==> src/rtl/fpu_arbiter_if.sv <==
// FPU operation encoding plus the requester/FPU bundle for fpu_arbiter.
// The arbiter takes the slave side; requesters and the FPU take the master side.
package pa_fpu;
  typedef enum logic [2:0] {
    op_add  = 3'd0,
    op_sub  = 3'd1,
    op_mul  = 3'd2,
    op_div  = 3'd3,
    op_sqrt = 3'd4
  } e_fpu_op;
endpackage

interface fpu_arbiter_if #(
  parameter int N = 4
);
  import pa_fpu::*;

  logic [N-1:0]         req_valid;
  logic [N-1:0][31:0]   req_a;
  logic [N-1:0][31:0]   req_b;
  e_fpu_op [N-1:0]      req_op;
  logic [N-1:0]         req_grant;
  logic [N-1:0]         req_done;
  logic                 req_error;
  logic [31:0]          result;
  logic                 fpu_start;
  logic [31:0]          fpu_a;
  logic [31:0]          fpu_b;
  e_fpu_op              fpu_op;
  logic [31:0]          fpu_result;
  logic                 fpu_cmd_end;
  logic                 fpu_busy;

  modport master (
    output req_valid, req_a, req_b, req_op,
    output fpu_result, fpu_cmd_end, fpu_busy,
    input  req_grant, req_done, req_error, result,
    input  fpu_start, fpu_a, fpu_b, fpu_op
  );

  modport slave (
    input  req_valid, req_a, req_b, req_op,
    input  fpu_result, fpu_cmd_end, fpu_busy,
    output req_grant, req_done, req_error, result,
    output fpu_start, fpu_a, fpu_b, fpu_op
  );
endinterface

==> src/rtl/fpu_arbiter.sv <==
// Round-robin arbiter sharing one FPU among N requesters,
// with a watchdog that aborts operations whose cmd_end never arrives.
module fpu_arbiter
  import pa_fpu::*;
#(
  parameter  int N       = 4,
  parameter  int TIMEOUT = 256,
  localparam int PTR_W   = $clog2(N)
) (
  input logic        clk,
  input logic        arst,
  fpu_arbiter_if.slave bus
);

  localparam int WD_W = $clog2(TIMEOUT);
  localparam logic [WD_W-1:0] WD_LAST = WD_W'(TIMEOUT - 1);
  localparam logic [31:0] QNAN = 32'h7FC0_0000;
  localparam logic [N-1:0] ONE = {{(N-1){1'b0}}, 1'b1};

  typedef enum logic [1:0] {
    IDLE,
    BUSY,
    DONE,
    ABORT
  } state_t;

  state_t           state;
  logic [PTR_W-1:0] ptr;
  logic [PTR_W-1:0] owner;
  logic [PTR_W-1:0] sel;
  logic [PTR_W-1:0] idx;
  logic [PTR_W-1:0] nxt_ptr;
  logic             found;
  logic [WD_W-1:0]  wd;

  // first requesting index at or after ptr, wrapping mod N
  always_comb begin
    found = 1'b0;
    sel   = '0;
    idx   = '0;
    for (int i = 0; i < N; i++) begin
      idx = PTR_W'((int'(ptr) + i) % N);
      if (!found && bus.req_valid[idx]) begin
        found = 1'b1;
        sel   = idx;
      end
    end
  end

  assign nxt_ptr = (owner == PTR_W'(N - 1)) ? '0 : owner + PTR_W'(1);

  always_ff @(posedge clk) begin
    if (arst) begin
      state         <= IDLE;
      ptr           <= '0;
      owner         <= '0;
      wd            <= '0;
      bus.req_grant <= '0;
      bus.req_done  <= '0;
      bus.req_error <= 1'b0;
      bus.result    <= '0;
      bus.fpu_start <= 1'b0;
      bus.fpu_a     <= '0;
      bus.fpu_b     <= '0;
      bus.fpu_op    <= op_add;
    end else begin
      unique case (state)
        IDLE: begin
          bus.req_done  <= '0;
          bus.req_error <= 1'b0;
          if (found && !bus.fpu_busy) begin
            owner         <= sel;
            bus.req_grant <= ONE << sel;
            bus.fpu_a     <= bus.req_a[sel];
            bus.fpu_b     <= bus.req_b[sel];
            bus.fpu_op    <= bus.req_op[sel];
            bus.fpu_start <= 1'b1;
            wd            <= '0;
            state         <= BUSY;
          end
        end
        BUSY: begin
          // cmd_end wins over a timeout landing in the same cycle
          if (bus.fpu_cmd_end) begin
            bus.result    <= bus.fpu_result;
            bus.fpu_start <= 1'b0;
            bus.req_done  <= bus.req_grant;
            bus.req_error <= 1'b0;
            state         <= DONE;
          end else if (wd == WD_LAST) begin
            bus.result    <= QNAN;
            bus.fpu_start <= 1'b0;
            bus.req_done  <= bus.req_grant;
            bus.req_error <= 1'b1;
            state         <= ABORT;
          end else begin
            wd <= wd + WD_W'(1);
          end
        end
        DONE, ABORT: begin
          bus.req_done  <= '0;
          bus.req_error <= 1'b0;
          bus.req_grant <= '0;
          ptr           <= nxt_ptr;
          state         <= IDLE;
        end
        default: state <= IDLE;
      endcase
    end
  end

endmodule

==> src/flat_wrapper.sv <==
// flat-port wrapper written by rule: the top's interface ports become plain ports
module fpu_arbiter_flat import pa_fpu::*;
#(
  parameter  int N       = 4,
  parameter  int TIMEOUT = 256,
  localparam int PTR_W   = $clog2(N)
)
  (clk, arst, bus_req_valid, bus_req_a, bus_req_b, bus_req_op, bus_fpu_result, bus_fpu_cmd_end, bus_fpu_busy, bus_req_grant, bus_req_done, bus_req_error, bus_result, bus_fpu_start, bus_fpu_a, bus_fpu_b, bus_fpu_op);
  fpu_arbiter_if #(.N(N)) bus_i ();
  input logic clk;
  input logic arst;
  input wire logic [$bits(bus_i.req_valid)-1:0] bus_req_valid;
  input wire logic [$bits(bus_i.req_a)-1:0] bus_req_a;
  input wire logic [$bits(bus_i.req_b)-1:0] bus_req_b;
  input wire logic [$bits(bus_i.req_op)-1:0] bus_req_op;
  input wire logic [$bits(bus_i.fpu_result)-1:0] bus_fpu_result;
  input wire logic [$bits(bus_i.fpu_cmd_end)-1:0] bus_fpu_cmd_end;
  input wire logic [$bits(bus_i.fpu_busy)-1:0] bus_fpu_busy;
  output wire logic [$bits(bus_i.req_grant)-1:0] bus_req_grant;
  output wire logic [$bits(bus_i.req_done)-1:0] bus_req_done;
  output wire logic [$bits(bus_i.req_error)-1:0] bus_req_error;
  output wire logic [$bits(bus_i.result)-1:0] bus_result;
  output wire logic [$bits(bus_i.fpu_start)-1:0] bus_fpu_start;
  output wire logic [$bits(bus_i.fpu_a)-1:0] bus_fpu_a;
  output wire logic [$bits(bus_i.fpu_b)-1:0] bus_fpu_b;
  output wire logic [$bits(bus_i.fpu_op)-1:0] bus_fpu_op;
  assign bus_i.req_valid = bus_req_valid;
  assign bus_i.req_a = bus_req_a;
  assign bus_i.req_b = bus_req_b;
  assign bus_i.req_op = bus_req_op;
  assign bus_i.fpu_result = bus_fpu_result;
  assign bus_i.fpu_cmd_end = bus_fpu_cmd_end;
  assign bus_i.fpu_busy = bus_fpu_busy;
  assign bus_req_grant = bus_i.req_grant;
  assign bus_req_done = bus_i.req_done;
  assign bus_req_error = bus_i.req_error;
  assign bus_result = bus_i.result;
  assign bus_fpu_start = bus_i.fpu_start;
  assign bus_fpu_a = bus_i.fpu_a;
  assign bus_fpu_b = bus_i.fpu_b;
  assign bus_fpu_op = bus_i.fpu_op;
  fpu_arbiter #(.N(N), .TIMEOUT(TIMEOUT)) u_core (.clk(clk), .arst(arst), .bus(bus_i));
endmodule
==> config.mk <==
export PLATFORM = sky130hd
export DESIGN_NAME = fpu_arbiter_flat
export DESIGN_NICKNAME = d
export VERILOG_FILES = /design/src/rtl/fpu_arbiter_if.sv /design/src/rtl/fpu_arbiter.sv /design/src/flat_wrapper.sv
export SDC_FILE = /design/constraint.sdc
export NUM_CORES = 1
export LEC_CHECK = 0
export CAP_MARGIN = 30
export CORE_AREA = 2 2 163 165
export CTS_CLUSTER_SIZE = 16
export DETAILED_ROUTE_END_ITERATION = 10
export DIE_AREA = 0 0 165 167
export PLACE_DENSITY_LB_ADDON = 0.3
export SKIP_LAST_GASP = 1
export SYNTH_ARGS = -nofsm -noshare
export SYNTH_HDL_FRONTEND = slang
export SYNTH_SLANG_ARGS = --single-unit
==> constraint.sdc <==
create_clock -name clk -period 1.9 [get_ports clk]
set_clock_uncertainty 0.05 [all_clocks]
set_input_delay 0.19 -clock clk [delete_from_list [all_inputs] [get_ports clk]]
set_output_delay 0.19 -clock clk [all_outputs]
set_load 0.005 [all_outputs]
==> results of run 1 <==
==> per-layer routing <==
layer / GRT usage, % / up-vias / wire, µm
met5: 0 / - / 0
met4: 6.503 / 0 / 625
met3: 5.181 / 42 / 2072
met2: 33.04 / 275 / 13910
met1: 20.38 / 3124 / 10800
li1: - / 3288 / -
==> worst max path at each step <==
| stage | from | endpoint | slack (ps) | cells after the start |
|---|---|---|---|---|
| floorplan | u_core.ptr[0] | u_core.bus.fpu_a[0] | -40 | 6 |
| global placement | bus_req_valid[1] | u_core.bus.fpu_a[14] | -580 | 8 |
| detailed placement | bus_req_valid[3] | u_core.bus.fpu_a[14] | -580 | 8 |
| CTS | u_core.ptr[0] | u_core.bus.fpu_a[8] | -180 | 6 |
| global route | u_core.ptr[0] | u_core.bus.fpu_a[9] | -230 | 7 |
| finish | u_core.ptr[0] | u_core.bus.fpu_b[28] | -180 | 6 |
==> logic make-up (layout without fill, tap and decap cells) <==
kind of cell,after synthesis,count (layout),synth area share [%]
AO/OA/AOI/OAI,144,144,21.33
XOR/XNOR,5,5,0.7028
adder cells (fa/ha/maj),2,2,0.4015
buffers and inverters,53,537,6.024
flip-flops,123,123,39.52
multiplexers,106,106,17.63
other,0,2,0
AND/OR/NAND/NOR,193,193,14.40
==> area by class of cell <==
class | count | area (µm²)
Antenna cell | 2 | 5.005
Clock buffer | 18 | 439.2
Clock inverter | 14 | 145.1
Fill cell | 2485 | 13570
Inverter | 1 | 3.754
Multi-Input combinational cell | 450 | 3543
Sequential cell | 123 | 2467
Tap cell | 335 | 419.2
Timing Repair Buffer | 504 | 5171
==> power by group through the flow <==
| stage | combinational [mW] | sequential (mW) | clock (mW) |
|---|---|---|---|
| CTS | 2.16 | 2.87 | 3.37 |
| detailed placement | 2.11 | 2.92 | 0 |
| finish | 2.25 | 2.87 | 3.26 |
| floorplan | 0.795 | 2.93 | 0 |
| global placement | 2.10 | 2.92 | 0 |
| global route | 2.41 | 2.89 | 3.47 |
==> sequential cells by signal, summed over array words and instances (netlist names) <==
name,flops
u_core.bus.req_grant,4
u_core.bus.fpu_start,1
u_core.bus.fpu_op,3
u_core.owner,2
u_core.bus.fpu_b,32
u_core.bus.req_done,4
u_core.bus.req_error,1
u_core.bus.fpu_a,32
u_core.state,2
u_core.wd,8
u_core.ptr,2
u_core.bus.result,32
==> placed cells by master (no fill, tap or decap), drive strengths merged, types with 3 or more instances in the layout <==
| cell | n |
|---|---|
| clkbuf | 24 |
| a21oi | 40 |
| mux2i | 76 |
| o21ai | 3 |
| nor2 | 38 |
| a22oi | 5 |
| dfxtp | 123 |
| nand3b | 5 |
| xor2 | 5 |
| nand2b | 3 |
| nand4 | 4 |
| nor3 | 14 |
| nor2b | 7 |
| nand3 | 32 |
| a221o | 30 |
| clkinv | 6 |
| nand2 | 79 |
| mux2 | 30 |
| clkinvlp | 4 |
| a22o | 23 |
| buf | 83 |
| or4 | 3 |
| clkdlybuf4s50 | 414 |
| inv | 3 |
| o221ai | 37 |
==> tightest hold or removal path, delay by kind of cell <==
| kind | cells | cell delay (ps) |
|---|---|---|
| buf+inv | 2 | 420 |
| simple gates | 1 | 120 |
==> metrics by stage <==
| step | hold slack (ps) | setup TNS, ps | total power, mW | setup WS (ps) | utilization (%) |
|---|---|---|---|---|---|
| 2_1_floorplan | 272.9 | -899.5 | 3.721 | -37.45 | - |
| 3_3_place_gp | 385.5 | -38430 | 5.022 | -575.9 | 43.57 |
| 3_5_place_dp | 395.1 | -39470 | 5.033 | -584.3 | 43.57 |
| 4_1_cts | 284.3 | -6971 | 8.402 | -175.1 | 46.22 |
| 5_1_grt | 300.3 | -11860 | 8.771 | -231.7 | 47.33 |
| 6_report | 311.3 | -7455 | 8.387 | -176.2 | 47.33 |
==> repair_timing <==
item	in CTS	in global routing
endpoints found under the setup margin	91	95
resized for setup	15	23
cloned	1	7
pin swaps	0	2
setup buffers	2	4
==> metrics.txt, run 1 <==
status finished, violations left; failing checks setup timing; Starting DRT DRC Count 315; Placed Cells 1,399; Pleak around 4.5 nW; Worst R2R Path Depth 6; Min-Delay Startpoint arst; reg2reg end u_core.bus.fpu_b[28]; largest net degree at the start of global routing 38; CTS Root Cell clkbuf_16; most frequent cell after synthesis dfxtp_1; Top-Level Pins 417; Rel. slew slack 73.34%; DR WL/cell 18.94 µm; Setup-failing EPs final 67; Clock Latency Late Sink roughly 400 ps; WHS Endpoint u_core.ptr[0]; register bit total from synthesis between 100 and 150; first-pass GRT wire length 38,680 µm; # rows 59; number of global-route vias before repair between 6,000 and 7,000; Syn Area/Cell about 10 µm²; grt total ovfl 0; H-Tree Depth 4; Primary FF master, synth dfxtp_1; placed cell areas 11,220 µm²; Netlist cell types between 40 and 50; Crit Path Max Fanout 9; Worst-path clk slew around 60 ps; Switch Pwr 2.201 mW; # port buffers 416; crit start category flop; via density per instance 4.650; Worst Slack Setup Final -176.2 ps; P&R area growth vs syn 95.70%; dpl hpwl about 20,000 µm; clock sinks 123; worst-margin pin slew around 400 ps; RePlAce Congestion 0.8636; R2R setup slack -180 ps; Finished Cell Area roughly 12,000 µm²; Final Cycle Share 109.3%; fin. max-slew vios 0; Hold Crit Class in2reg; Core Box Area 25,760 µm²; Synth top area share 39.52%; starting density of the core 24.19%; syn_nets 936; crit path cell chain nor2b_2 > or4_4 > nand2_8 > clkbuf_16 > mux2_2 > a221o_1; critical path's slowest cell or4_4; die height ~170 µm; Yosys warning count 0; Nets 1,407; die footprint 27,560 µm²; routed wire length 27,410 µm; # DRC 0; Die W 165 µm; Via Count 6,729; fraction of final layout cells sized beyond drive strength 1 between 20% and 30%; CP top delay family simple AND/OR/NAND/NOR gates; CTS tree built; kind of critical path reg2reg; Crit. End Element flop; initial antenna violation count 2; Peak Freq about 0.48 GHz; top cells by area, synth dfxtp_1 40%, mux2i_1 12%, o221ai_2 7.5%; Max IR drop VDD 0.4619 mV; WP buf/inv 1; # hold bufs at CTS 0; Hold Path Cell Cnt 3; Cell Area, Synth between 6000 and 7000 µm²; share of the yosys chip area belonging to registers about two fifths; CTS max path bufs 2; power per cell area 687.7 nW/µm²; Yosys top cell by area dfxtp_1; Final Hold Viols 0; most common library cells after synthesis 123 x dfxtp_1, 78 x nand2_1, 76 x mux2i_1; share of flip-flops with an asynchronous set or reset 0%; minimum period implied by the final worst setup slack approximately 2100 ps; CTS buffer count 17; Flop pwr share 34.2%; all-layer global routing usage 18.35%; Clock power frac between 30% and 40%; non-filler cells in the finished layout 1,447; Post-synth EDFFs 0; CP max stage delay 520 ps; combinational share of power a little over a quarter; Switching Fraction 26.24%; Worst R2R Start u_core.ptr[0]; Detail Route Antenna Nets 0; CP Data Arrival Time 2320 ps; Cells after Synth 626; RSZ-0062 raised after global routing true; CP Data Required Time 2150 ps; Max Cap Viol 0; Pint 6.186 mW; Detailed Routing Iterations Pass 1 4
Note: power is estimated with default switching activity, not from simulation.
==> inputs of run 2 (changes only) <==
--- a/config.mk
+++ b/config.mk
@@ -6,10 +6,10 @@
 export NUM_CORES = 1
 export LEC_CHECK = 0
 export CAP_MARGIN = 30
-export CORE_AREA = 2 2 163 165
+export CORE_AREA = 2 2 161 163
 export CTS_CLUSTER_SIZE = 16
 export DETAILED_ROUTE_END_ITERATION = 10
-export DIE_AREA = 0 0 165 167
+export DIE_AREA = 0 0 163 165
 export PLACE_DENSITY_LB_ADDON = 0.3
 export SKIP_LAST_GASP = 1
 export SYNTH_ARGS = -nofsm -noshare
==> constraint.sdc (replaced) <==
create_clock -name clk -period 2.2 [get_ports clk]
set_clock_uncertainty 0.05 [all_clocks]
set_input_delay 0.22 -clock clk [delete_from_list [all_inputs] [get_ports clk]]
set_output_delay 0.22 -clock clk [all_outputs]
set_load 0.005 [all_outputs]
==> run 2 against run 1 <==
Compared with the run above: the run now ends clean; hold slack worse by 190 ps; first-iteration DRC count down 5.7%; wire length down 2.6%; flip-flop and latch count unchanged; count of clock-buffer cells in the layout up 6; core utilization down 0.85 points; die area down 2.4%; final cell count down 2.8%; sequential share of layout area up 0.94 points; clock power down 16%; global-route usage up 0.83 points; critical path type is now in2reg.
==> metrics.txt, run 2 (same netlist as run 1, synthesis figures left out) <==
CTS buffer count 17 (unchanged); Top-Level Pins 417 (unchanged); DR WL/cell 18.97 µm (+0.15%); minimum period implied by the final worst setup slack 2134 ps; routed wire length 26,690 µm (-2.6%); number of global-route vias before repair 7,048 (+1.6%); initial antenna violation count 2 (unchanged); setup_tns 0 ps (+7455 ps); all-layer global routing usage 19.18% (+0.83 points); most common cell after layout, fill and taps aside clkdlybuf4s50_1; Max Cap Viol 0 (unchanged); CTS Root Cell clkbuf_16; RSZ-0062 raised after global routing false; post-CTS setup buffer count 0 (-2); fraction of final layout cells sized beyond drive strength 1 14.60% (-5.5 points); Clock Latency Late Sink 400 ps (about the same); Detailed Routing Iterations Pass 1 4 (unchanged); Die W 163 µm (-1.2%); P&R area growth vs syn 86.75%; Max IR drop VDD 0.4994 mV (+8.1%); Detail Route Antenna Nets 0 (unchanged); # port buffers 416 (unchanged); dpl hpwl 20,080 µm (about the same); H-Tree Depth 4 (unchanged); Rel. slew slack 75.99% (+2.7 points); WP buf/inv 2 (+1); CTS max path bufs 2 (unchanged); Hold Crit Class in2reg; CP Data Arrival Time 2370 ps (+50 ps); fillers 2,400 (-3.4%); grt total ovfl 0 (unchanged); Worst Slack Setup Final 65.68 ps (+241.8 ps); kind of critical path in2reg; CTS tree built; Worst-path clk slew 60 ps (about the same); first-pass GRT wire length 39,540 µm (+2.2%); power per cell area 602.7 nW/µm² (-12%); die height 165 µm (-1.2%); Core Box Area 25,040 µm² (-2.8%); Final Cycle Share 97.01%; largest net degree at the start of global routing 38 (unchanged); Setup-failing EPs final 0 (-100%); worst-margin pin slew 359.3 ps (-40.62 ps); R2R setup slack 70 ps (+240 ps); Peak Freq around 0.47 GHz; # hold bufs at CTS 0 (unchanged); via density per instance 4.679 (+0.61%); commonest non-fill, non-tap cells in the layout 415 x clkdlybuf4s50_1, 122 x dfxtp_1, 76 x nand2_1, 76 x mux2i_1, 40 x a21oi_1; Via Count 6,583 (-2.2%); die footprint 26,900 µm² (-2.4%); Pleak 4.269 nW (-5.8%); register area 2464 µm² (-0.15%); starting density of the core 24.89% (+0.70 points); footprint of the multi-input gates 3415 µm² (-3.6%); worst slack at placement -366.0 ps (+218.3 ps); Crit. End Element flop; CP top delay family simple AND/OR/NAND/NOR gates; fin. max-slew vios 0 (unchanged); Final Hold Viols 0 (unchanged); crit start category input pin; CP Data Required Time 2440 ps (+290 ps); CP max stage delay 560 ps (+40 ps); # DRC 0 (unchanged); total chip power 7.013 mW (-16%); clock sinks 123 (unchanged); RePlAce Congestion 0.8351 (-3.3%); # rows 58 (-1.7%); crit path cell chain clkdlybuf4s50_1 > nor2_1 > or4_4 > nand2_8 > buf_12 > mux2_2 > a221o_1; status finished, final reports clean; Nets 1,374 (-2.3%); Crit Path Max Fanout 20 (+11); biggest regs u_core.bus.fpu_a: 32 flops, u_core.bus.fpu_b: 32 flops, u_core.bus.result: 32 flops; critical path's slowest cell or4_4; Starting DRT DRC Count 297 (-5.7%)
==> run 2: cell type report <==
type	count	area share, %
clock buffer	24	4.312
tap	330	3.548
antenna	2	0.04301
timing repair buffer	471	41.01
inverter	1	0.03226
multi-input combinational	450	29.34
clock inverter	6	0.5376
sequential	123	21.17
==> run 2: report_power, final <==
part	leakage [nW]	switching (mW)	internal (mW)
combinational	2.99	0.638	1.16
clock	0.270	1.04	1.69
sequential	1.01	0.0971	2.39
==> run 2: layer usage <==
layer  track usage [%]  routed length (µm)  vias to the layer above
li1                  -                   -                     3225
met1             21.12               10420                     3037
met2             34.50               13300                      281
met3             6.404                2235                       40
met4             6.637                 745                        0
met5                 0                   0                        -
==> run 2: repair_timing <==
action | 4_1_cts | 5_1_grt
hold endpoints to repair | 0 | 0
setup endpoints to repair | 0 | 25
gates resized for setup | 0 | 1
==> run 2: worst reg2reg max path, cell delays in order, from the launching register on <==
cell,delay (ps)
dfxtp_2,360
inv_2,50
or4_4,570
nand2_8,140
buf_12,180
mux2_2,370
a221o_1,290
==> run 2: stage by stage <==
stage | utilization [%] | hold slack [ps] | std cells | instance area, µm²
after floorplan | - | 302.9 | 626 | 6231
final | 46.48 | 116.5 | 1407 | 11640
after global routing | 46.48 | 134.6 | 1407 | 11640
after global placement | 44.20 | 393.5 | 1375 | 11070
after CTS | 46.45 | 100.7 | 1405 | 11630
after detailed placement | 44.20 | 397.7 | 1375 | 11070
==> run 2: final timing paths <==
check / startpoint / endpoint / depth (start not counted)
setup / recovery: bus_req_valid[1] / u_core.bus.fpu_op[0] / 7
setup reg to reg: u_core.ptr[1] / u_core.bus.fpu_op[0] / 6
hold reg to reg: u_core.bus.fpu_a[17] / u_core.bus.fpu_a[17] / 2
hold / removal: arst / u_core.ptr[0] / 2
==> inputs of run 3 (changes only) <==
--- a/config.mk
+++ b/config.mk
@@ -6,10 +6,11 @@
 export NUM_CORES = 1
 export LEC_CHECK = 0
 export CAP_MARGIN = 30
-export CORE_AREA = 2 2 161 163
+export CORE_AREA = 2 2 162 164
 export CTS_CLUSTER_SIZE = 16
 export DETAILED_ROUTE_END_ITERATION = 10
-export DIE_AREA = 0 0 163 165
+export DIE_AREA = 0 0 164 166
+export DONT_BUFFER_PORTS = 1
 export PLACE_DENSITY_LB_ADDON = 0.3
 export SKIP_LAST_GASP = 1
 export SYNTH_ARGS = -nofsm -noshare
==> run 3 against run 2 <==
Compared with the run above: synthesized cell count stayed put; the run now fails in clock tree synthesis; area after synthesis stayed put.
==> metrics.txt, run 3 <==
Err [ERROR RSZ-0060] Max buffer count reached.; # rows 59 (+1.7%); dpl hpwl 16,130 µm (-20%); Cell Area, Synth 6231 µm² (unchanged); die height 166 µm (+0.61%); Cells after Synth 626 (unchanged); CTS Root Cell clkbuf_16; Syn Area/Cell 9.954 µm² (unchanged); CTS buffer count 17 (unchanged); Yosys warning count 0 (unchanged); top cells by area, synth dfxtp_1 40%, mux2i_1 12%, o221ai_2 7.5%; post_cts resized 2 (+2); CTS max path bufs 2 (unchanged); Top-Level Pins 417 (unchanged); most frequent cell after synthesis dfxtp_1; H-Tree Depth 4 (unchanged); Netlist cell types 43 (unchanged); share of flip-flops with an asynchronous set or reset 0% (unchanged); placed cell areas 6654 µm² (-40%); Synth top area share 39.52% (unchanged); Die W 164 µm (+0.61%); # port buffers 0 (-100%); starting density of the core 24.32% (-0.56 points); register bit total from synthesis 123 (unchanged); clock sinks 123 (unchanged); post-CTS setup buffer count 0 (unchanged); Stop stage clock tree synthesis; Primary FF master, synth dfxtp_1; most common library cells after synthesis 123 x dfxtp_1, 78 x nand2_1, 76 x mux2i_1; status did not finish; Yosys top cell by area dfxtp_1; RePlAce Congestion 0.8389 (+0.46%); syn_nets 936 (unchanged); # hold bufs at CTS 195 (+195); Post-synth EDFFs 0 (unchanged); share of the yosys chip area belonging to registers 39.52% (unchanged)
run 3: cell counts after synthesis:
Identical to the previous run, type by type.
run 3: kinds of logic after synthesis:
logic type               synth area share, %
flip-flops                             39.52
AND/OR/NAND/NOR                        14.40
AO/OA/AOI/OAI                          21.33
buffers and inverters                  6.024
multiplexers                           17.63
adder cells (fa/ha/maj)               0.4015
XOR/XNOR                              0.7028
run 3: through the flow:
step	hold slack, ps	setup slack (ps)	cells
2_1_floorplan	302.9	131.1	626
3_3_place_gp	256.4	-71.34	938
3_5_place_dp	264.4	-91.53	938
==> inputs of run 4 (changes only) <==
--- a/config.mk
+++ b/config.mk
@@ -6,12 +6,11 @@
 export NUM_CORES = 1
 export LEC_CHECK = 0
 export CAP_MARGIN = 30
-export CORE_AREA = 2 2 162 164
-export CTS_CLUSTER_SIZE = 16
+export CORE_AREA = 2 2 161 163
 export DETAILED_ROUTE_END_ITERATION = 10
-export DIE_AREA = 0 0 164 166
+export DIE_AREA = 0 0 163 165
 export DONT_BUFFER_PORTS = 1
-export PLACE_DENSITY_LB_ADDON = 0.3
+export PLACE_DENSITY_LB_ADDON = 0.15
 export SKIP_LAST_GASP = 1
 export SYNTH_ARGS = -nofsm -noshare
 export SYNTH_HDL_FRONTEND = slang
==> run 4 against run 3 <==
Compared with the run above: the flow now finishes without violations.
==> metrics.txt, run 4 (same netlist as run 1, synthesis figures left out) <==
status finished, final reports clean; biggest regs u_core.bus.fpu_a: 32 flops, u_core.bus.fpu_b: 32 flops, u_core.bus.result: 32 flops; CTS buffer count 17 (unchanged); Setup-failing EPs final 0; Detailed Routing Iterations Pass 1 7; worst-margin pin slew 481.1 ps; die height 165 µm (-0.60%); Starting DRT DRC Count about 350; Rel. slew slack 67.74%; RePlAce Congestion 0.7613 (-9.3%); Nets 1,121; Core Box Area 25,040 µm²; Crit Path Max Fanout 54; kind of critical path reg2reg; Top-Level Pins 417 (unchanged); CP Data Required Time 2430 ps; grt total ovfl 0; Die W 163 µm (-0.61%); crit path cell chain nor2b_1 > or4_4 > nand2_8 > buf_16 > mux2i_2 > o221ai_1; via density per instance 5.047; Max IR drop VDD ~0.38 mV; # port buffers 0 (unchanged); Finished Cell Area roughly 9200 µm²; Peak Freq approximately 0.46 GHz; Finished Core Util 36.91%; Via Count a little under 6,000; dpl hpwl 16,170 µm (+0.25%); RSZ-0062 raised after global routing true; CTS Root Cell clkbuf_16; initial antenna violation count 5; Detail Route Antenna Nets 0; CTS tree built; commonest non-fill, non-tap cells in the layout 186 x dlygate4sd3_1, 121 x dfxtp_1, 77 x nand2_1, 72 x mux2i_1, 40 x a21oi_1; CP Data Arrival Time between 2000 and 2500 ps; routed wire length 25,010 µm; die footprint about 27,000 µm²; # DRC 0; Worst-path clk slew 60 ps; # rows 58 (-1.7%); number of global-route vias before repair 6,227; Final Hold Viols 0; Hold Crit Class in2reg; Max Cap Viol 0; clock sinks 123 (unchanged); fraction of final layout cells sized beyond drive strength 1 17.23%; Clock Latency Late Sink about 410 ps; CP top delay family simple AND/OR/NAND/NOR gates; placed cell areas 6581 µm² (-1.1%); Placed Cells 931 (-0.75%); DR WL/cell 21.58 µm; WP buf/inv 1; CP max stage delay about 530 ps; Crit. End Element flop; non-filler cells in the finished layout 1,159; crit start category flop; CTS max path bufs 2 (unchanged); critical path's slowest cell or4_4; minimum period implied by the final worst setup slack 2163 ps; Final Cycle Share 98.32%; power per cell area 745.9 nW/µm²; P&R area growth vs syn 48.31%; all-layer global routing usage 17.62%; Fin Hold WS 4.284 ps; Pleak 3.382 nW; starting density of the core 24.89% (+0.56 points); first-pass GRT wire length between 30,000 and 40,000 µm; largest net degree at the start of global routing 55; H-Tree Depth 4 (unchanged); fin. max-slew vios 0; most common cell after layout, fill and taps aside dlygate4sd3_1
## run 4: where the power goes
| part | internal [mW] | leakage (nW) | switching (mW) |
|---|---|---|---|
| Clock | 2.08 | 0.316 | 1.13 |
| Combinational | 0.622 | 2.06 | 0.529 |
| Sequential | 2.39 | 1.01 | 0.147 |
## run 4: worst paths after layout
| kind | slack [ps] | endpoint | cells after the start | from |
|---|---|---|---|---|
| setup reg to reg | 40 | u_core.bus.fpu_b[1] | 6 | u_core.ptr[0] |
| setup / recovery | 40 | u_core.bus.fpu_b[1] | 6 | u_core.ptr[0] |
| hold / removal | 4 | u_core.bus.fpu_a[18] | 2 | bus_req_a[114] |
| hold reg to reg | 430 | u_core.owner[1] | 2 | u_core.owner[1] |
## run 4: worst register-to-register path: cells and delay by family (launching register included)
| family | cells | cell delay [ps] |
|---|---|---|
| AO/OA/AOI/OAI | 1 | 170 |
| buffers and inverters | 1 | 290 |
| flip-flops | 1 | 360 |
| multiplexers | 1 | 430 |
| AND/OR/NAND/NOR | 3 | 740 |
## run 4: cell type report
| type | count | area, µm² |
|---|---|---|
| multi-input cells | 450 | 3430 |
| diodes | 5 | 12.51 |
| inverters | 1 | 3.754 |
| fillers | 2480 | 15800 |
| clock inverters | 13 | 212.7 |
| repair buffers | 218 | 2250 |
| flip-flops and latches | 123 | 2467 |
| clock buffers | 19 | 452.9 |
| well taps | 330 | 412.9 |
## run 4: routing by layer
metal	share of wire, %	global-route usage, %
met5	0	0
met4	2.9	8.568
met3	8.8	5.324
met2	51	31.49
met1	37	18.96
## run 4: repair_timing
item	in CTS	in global routing
resized for setup	6	7
endpoints found under the hold margin	112	2
cloned	1	0
endpoints found under the setup margin	25	42
buffers inserted	2	1
pin swaps	1	2
hold buffers	185	2
## run 4: metrics by stage
stage          total power [mW]  worst slack (ps)  setup TNS (ps)
3_3_place_gp              3.365            -59.38          -78.98
6_report                  6.893             36.89               0
4_1_cts                   6.957            -14.43          -14.43
2_1_floorplan             3.205             131.1               0
3_5_place_dp              3.393            -141.4          -745.6
5_1_grt                   7.164            -33.58          -135.5
